**src/rtl/decode_fetch_queue.sv**
```systemverilog
// decode_fetch_queue: fetch-to-decode instruction/PC queue.
// A DEPTH-entry FIFO sits behind a single decode output register. When the
// FIFO is empty and decode advances, a fresh push bypasses straight into the
// output register so the empty-queue latency stays at one cycle.
module decode_fetch_queue #(
    parameter int             DPW       = 32,
    parameter int             DEPTH     = 4,
    parameter logic [DPW-1:0] NOP_INSTR = 32'h0000_0013
) (
    input  logic                         clk,
    input  logic                         rst,
    input  logic                         validF,
    input  logic [DPW-1:0]               instr,
    input  logic [DPW-1:0]               PCF,
    output logic                         readyF,
    input  logic                         stallD,
    input  logic                         FlashD,
    output logic [DPW-1:0]               instrD,
    output logic [DPW-1:0]               PCD,
    output logic                         validD,
    output logic [$clog2(DEPTH+1)-1:0]   countD
);

    localparam int CW = $clog2(DEPTH + 1);
    localparam int PW = $clog2(DEPTH);

    logic [2*DPW-1:0] mem [DEPTH];
    logic [PW-1:0]    wr_ptr;
    logic [PW-1:0]    rd_ptr;
    logic [CW-1:0]    count;

    logic             push;
    logic             adv;
    logic             fifo_empty;
    logic             bypass;
    logic             fifo_wr;
    logic             pop;

    // readyF depends only on the registered occupancy, so fetch never sees
    // a combinational path from stallD or FlashD.
    assign readyF     = (count < CW'(DEPTH));
    assign countD     = count;
    assign push       = validF & readyF & ~FlashD;
    assign adv        = ~stallD;
    assign fifo_empty = (count == '0);
    // An empty FIFO with decode advancing hands the push straight to decode.
    assign bypass     = push & adv & fifo_empty;
    assign fifo_wr    = push & ~bypass;
    assign pop        = adv & ~fifo_empty & ~FlashD;

    // Pointer and occupancy bookkeeping; flush drops everything queued.
    always_ff @(posedge clk) begin
        if (rst) begin
            wr_ptr <= '0;
            rd_ptr <= '0;
            count  <= '0;
        end else if (FlashD) begin
            rd_ptr <= wr_ptr;
            count  <= '0;
        end else begin
            if (fifo_wr) begin
                wr_ptr <= wr_ptr + PW'(1);
            end
            if (pop) begin
                rd_ptr <= rd_ptr + PW'(1);
            end
            case ({fifo_wr, pop})
                2'b10:   count <= count + CW'(1);
                2'b01:   count <= count - CW'(1);
                default: count <= count;
            endcase
        end
    end

    // FIFO storage; entries are only meaningful while counted, so no reset.
    always_ff @(posedge clk) begin
        if (fifo_wr) begin
            mem[wr_ptr] <= {instr, PCF};
        end
    end

    // Decode output register: hold on stall, else load head, bypass, or bubble.
    always_ff @(posedge clk) begin
        if (rst || FlashD) begin
            instrD <= NOP_INSTR;
            PCD    <= '0;
            validD <= 1'b0;
        end else if (adv) begin
            if (!fifo_empty) begin
                {instrD, PCD} <= mem[rd_ptr];
                validD        <= 1'b1;
            end else if (push) begin
                instrD <= instr;
                PCD    <= PCF;
                validD <= 1'b1;
            end else begin
                instrD <= NOP_INSTR;
                PCD    <= '0;
                validD <= 1'b0;
            end
        end
    end

endmodule

```
**config.mk**
```make
export PLATFORM = sky130hd
export DESIGN_NAME = decode_fetch_queue
export DESIGN_NICKNAME = d
export VERILOG_FILES = /design/src/rtl/decode_fetch_queue.sv
export SDC_FILE = /design/constraint.sdc
export NUM_CORES = 1
export LEC_CHECK = 0
export ABC_AREA = 1
export CORE_ASPECT_RATIO = 0.6
export CORE_UTILIZATION = 55
export DETAILED_ROUTE_END_ITERATION = 6
export PLACE_DENSITY = 0.79
export SLEW_MARGIN = 20
export SYNTH_ARGS = -nofsm -noshare
export SYNTH_HDL_FRONTEND = slang
export SYNTH_SLANG_ARGS = --single-unit
```
**constraint.sdc**
```tcl
create_clock -name clk -period 7 [get_ports clk]
set_input_delay 1.4 -clock clk [delete_from_list [all_inputs] [get_ports clk]]
set_output_delay 1.4 -clock clk [all_outputs]
set_load 0.02 [all_outputs]
```
== After elaboration in Yosys (flattened, before gate mapping) ==
Memory sizes are Yosys's and may differ from the RTL's. A register that Yosys moved wholly into a read port is not among the register bits.
Index checks and enable logic that the tools add are counted.
Widths: inputs -> output; s select.

* Memories: 1
* Memory bits (writable): 256
* Bits in registers: 72
* Output and inout port bits: 69
* Logic and storage cells: 44

* Bitwise logic cells: 11
* Equality and inequality tests: 2
* Multiplexer cells: 13
* Add/sub/neg operators: 4
* $lt $le $gt $ge: 1
* Reduce and logical (&&, ||, !) cells: 6

{| class="wikitable"
|+ Memories
! name !! depth !! bits a word !! read ports !! clocked after Yosys merged registers in !! write ports !! RTL line !! text
|-
| mem || 4 || 64 || 1 || 1 || 1 || 27 || <nowiki>logic [2*DPW-1:0] mem [DEPTH];</nowiki>
|}

{| class="wikitable"
|+ Operator list
! operator !! number
|-
| $mux 32 || 4
|-
| $mux 2 || 4
|-
| $and 1x1->1 || 7
|-
| $pmux 3 s2 || 1
|-
| $add 2x1->2 const B || 2
|-
| $mux 1 || 4
|-
| $not 1->1 || 4
|-
| $reduce_bool 2->1 || 2
|-
| $add 3x1->3 const B || 1
|-
| $logic_not 3->1 || 1
|-
| $lt 3x3->1 const B || 1
|-
| $sub 3x1->3 const B || 1
|-
| $eq 2x1->1 const B || 1
|-
| $eq 2x2->1 const B || 1
|-
| $reduce_and 2->1 || 1
|-
| $reduce_or 2->1 || 1
|-
| $logic_or 1x1->1 || 1
|}

== Depth between registers and ports, before layout ==
* Depth after elaboration: 9
* Gate-level depth with buffers: 13

== Worst setup path after synthesis ==
OpenSTA, ideal clock, no wires.

* Path type: input -> register
* Start: input FlashD
* End: memory mem[0][0] (netlist bit), enable pin
* Data arrival time: 4.761 ns
* Path buffers: 1
* Data required time: 6.513 ns
* Slack: 1.752 ns
* Stages on the path: 6
* Cells stage by stage: clkbuf_1 -> nor2_2 -> nand2_1 -> inv_1 -> nand2_1 -> nor2_1

* Word-level cells in the longest chain between the ends: 8

{| class="wikitable"
|+ Ends and longest elaborated chain
! item !! RTL line !! text
|-
| start: declaration || 17 || <nowiki>input logic FlashD,</nowiki>
|-
| $not 1->1 (no source line) * || -- ||
|-
| $and 1x1->1 * || 43 || <nowiki>assign push = validF & readyF & ~FlashD;</nowiki>
|-
| $and 1x1->1 (2 in a row) || 47 || <nowiki>assign bypass = push & adv & fifo_empty;</nowiki>
|-
| $not 1->1 || 48 || <nowiki>assign fifo_wr = push & ~bypass;</nowiki>
|-
| $and 1x1->1 * || 48 ||
|-
| $mux 1 * || 77 || <nowiki>if (fifo_wr) begin</nowiki>
|-
| $mux 1 (implied by the code) * || 78 || <nowiki>mem[wr_ptr] <= {instr, PCF};</nowiki>
|-
| end: declaration || 27 ||
|}

Mark *: on every way between the ends. The rest lies on a longest branch, timed or not.

== Worst setup path after layout ==
* Start: input stallD
* End: memory mem[3][13] (netlist bit), enable pin

* Word-level cells in the longest chain between the ends: 7

{| class="wikitable"
|+ Ends and longest elaborated chain
! item !! RTL line !! text
|-
| start: declaration || 16 || <nowiki>input logic stallD,</nowiki>
|-
| $not 1->1 || 44 || <nowiki>assign adv = ~stallD;</nowiki>
|-
| $and 1x1->1 (2 in a row) || 47 ||
|-
| $not 1->1 || 48 ||
|-
| $and 1x1->1 || 48 ||
|-
| $mux 1 || 77 ||
|-
| $mux 1 (implied by the code) || 78 ||
|}

Every way passes these cells.

==> qor.txt <==
unique cell type count in the Yosys netlist = 17
Crit Reg-Reg Startpoint = countD[2]
dpl hpwl = 18100 µm
fraction of layout cells with a size suffix above 1 = 4.85%
smallest hold slack = 0.524 ns
final worst-path cycle share = 59.1%
clock-pin slew on the worst setup and hold paths = 0.06 ns
commonest non-fill, non-tap cell in the layout = nand2_1
die width = 204 µm
total number of vias = 9723
CTS root buffer = clkbuf_16
setup_tns = 0 ns
Max-Cap Viols = 0
Worst Hold Depth = 2
Mapped Cells = 1317
antenna viol nets, final = 0
Worst Reg-to-Reg Cells = 5
Worst R2R End = mem[3][13]
Placement Setup Slack = 2.32 ns
Hold Path Origin = rd_ptr[1]
Clock Skew = 0.0150 ns
most frequent cells in the layout = nand2_1, edfxtp_1, nand3_1, nor2_1, clkdlybuf4s50_1
Final nets = 1494
critical path endpoint category = register
Rel. slew slack = 31.7%
core area = 23500 µm²
fin. max-slew vios = 0
Finished Cell Area = 15900 µm²
Post-CTS Setup Repair Bufs = 0
Worst EP required = 7.18 ns
area delta synth->final = 18.2%
port bufs = 137
global route overflow = 0
unrepaired setup endpoints after global routing = false
DRT iter0 DRCs = 978
Max Freq = 242 MHz
worst-margin pin slew = 1.02 ns
Setup crit start kind = input port
largest net degree at the start of global routing = 91
CP arrival = 4.32 ns
routability cong. = 0.825
post-CTS sizing = 0
post-layout util = 67.5%
CTS max path bufs = 3
PwrDens = 252 nW/µm²
cts hold-fix bufs = 0
setup violators final = 0
H-Tree Depth = 1
Seq/Total Area, Yosys = 68.3%
DRC viols = 0
Vert. Die Dim = 123 µm
FF+latch count, synth = 330
flop-to-flop setup slack = 3.35 ns
final critical-path required period = 4.14 ns
antenna diode count = 0
CTS sink cnt = 330
status = completed
routed len/inst = 18.6 µm
syn_nets = 1392
Hold WC Path Type = register to register
global-route wire length before repair = 50200 µm
TritonCTS Buffers = 29
initial core utilization = 57.1%
maximum vdd drop = 0.190 mV
clock insertion delay at the later pin of the skew report = 0.56 ns
Crit Path Category = input port to register
GRT Overall Usage = 26.1%
fin worst setup slack = 2.86 ns
CTS tree = built
DRT Wirelength = 32600 µm
YS warnings = 0
vias per cell = 5.53
Placed Instance Area = 15000 µm²
Hold Fails Final Rpt = 0
drt first pass iters = 6
initial antenna violation count = 0
number of global-route vias before repair = 9066
Lkg Pwr = 5.97 nW
synthesized area = 13400 µm²
syn_area_per_cell = 10.2 µm²
area of the die = 25100 µm²
Row Count = 43
I/O pin cnt = 138
CP max FO = 63
==> worst max-delay path: stages <==
cell and delay (ns):
buf_2 0.09, inv_1 0.08, nand3_4 0.67, nand2_1 0.55, nor2_4 0.90, buf_4 0.60
==> worst max path at each step <==
stage | slack, ns | end | start
after floorplan | 1.75 | mem[0][0] | FlashD
after global placement | 2.44 | mem[3][30] | stallD
after detailed placement | 2.32 | mem[3][30] | stallD
after CTS | 2.88 | mem[3][13] | stallD
after global routing | 2.66 | mem[3][13] | stallD
final | 2.86 | mem[3][13] | stallD
==> cell families after synthesis <==
logic type | synth area share (%)
adders and majority gates | 0.615
and+or+nand+nor | 22.8
DFF | 68.3
AOI/OAI and AO/OA | 3.16
buffers and inverters | 5.22
==> cell usage after synthesis <==
| cell | instances | area share, % |
|---|---|---|
| ha_1 | 5 | 0.47 |
| edfxtp_1 | 256 | 57 |
| fa_1 | 1 | 0.15 |
| nor2_1 | 145 | 4.1 |
| nand3_1 | 251 | 9.4 |
| inv_2 | 3 | 0.084 |
| clkbuf_1 | 36 | 1.0 |
| dfxtp_1 | 74 | 11 |
| buf_2 | 23 | 0.86 |
| inv_1 | 84 | 2.3 |
| nand2_1 | 333 | 9.3 |
| nor2_2 | 1 | 0.047 |
| buf_6 | 6 | 0.50 |
| o21ai_0 | 16 | 0.60 |
| buf_1 | 15 | 0.42 |
| a21oi_2 | 1 | 0.065 |
| a21oi_1 | 67 | 2.5 |
==> registers in the layout, summed over array words and instances, names as in the netlist, named ones only <==
name	count
wr_ptr	2
validD	1
countD	3
rd_ptr	2
mem	256
PCD	32
instrD	32
==> stage by stage <==
step,std cells,power (mW)
floorplan,1317,2.37
global placement,1703,2.49
CTS,1757,4.01
detailed placement,1703,2.50
global route,1757,4.11
finish,1757,4.00
==> where the power goes <==
group	total, mW	internal, mW	switching [mW]	leakage [nW]
Combinational	0.304	0.0991	0.205	2.61
Sequential	2.16	2.14	0.0178	2.91
Clock	1.54	0.839	0.700	0.445
==> routing by layer <==
| layer | track usage (%) | wire length [µm] | vias to the layer above |
|---|---|---|---|
| met3 | 4.06 | 3270 | 55 |
| met1 | 39.6 | 14500 | 4547 |
| met4 | 6.25 | 616 | 0 |
| met2 | 39.8 | 14300 | 500 |
| li1 | - | - | 4621 |
| met5 | 0 | 0 | - |
==> final cells by class <==
cell class / instances / area, µm²
inverter: 87 / 329
sequential: 330 / 9170
tap: 315 / 394
fill: 1709 / 7630
multi-input combinational: 820 / 3620
clock buffer: 36 / 752
clock inverter: 18 / 143
timing repair buffer: 151 / 1470
Power figures use the tool's default switching activity.
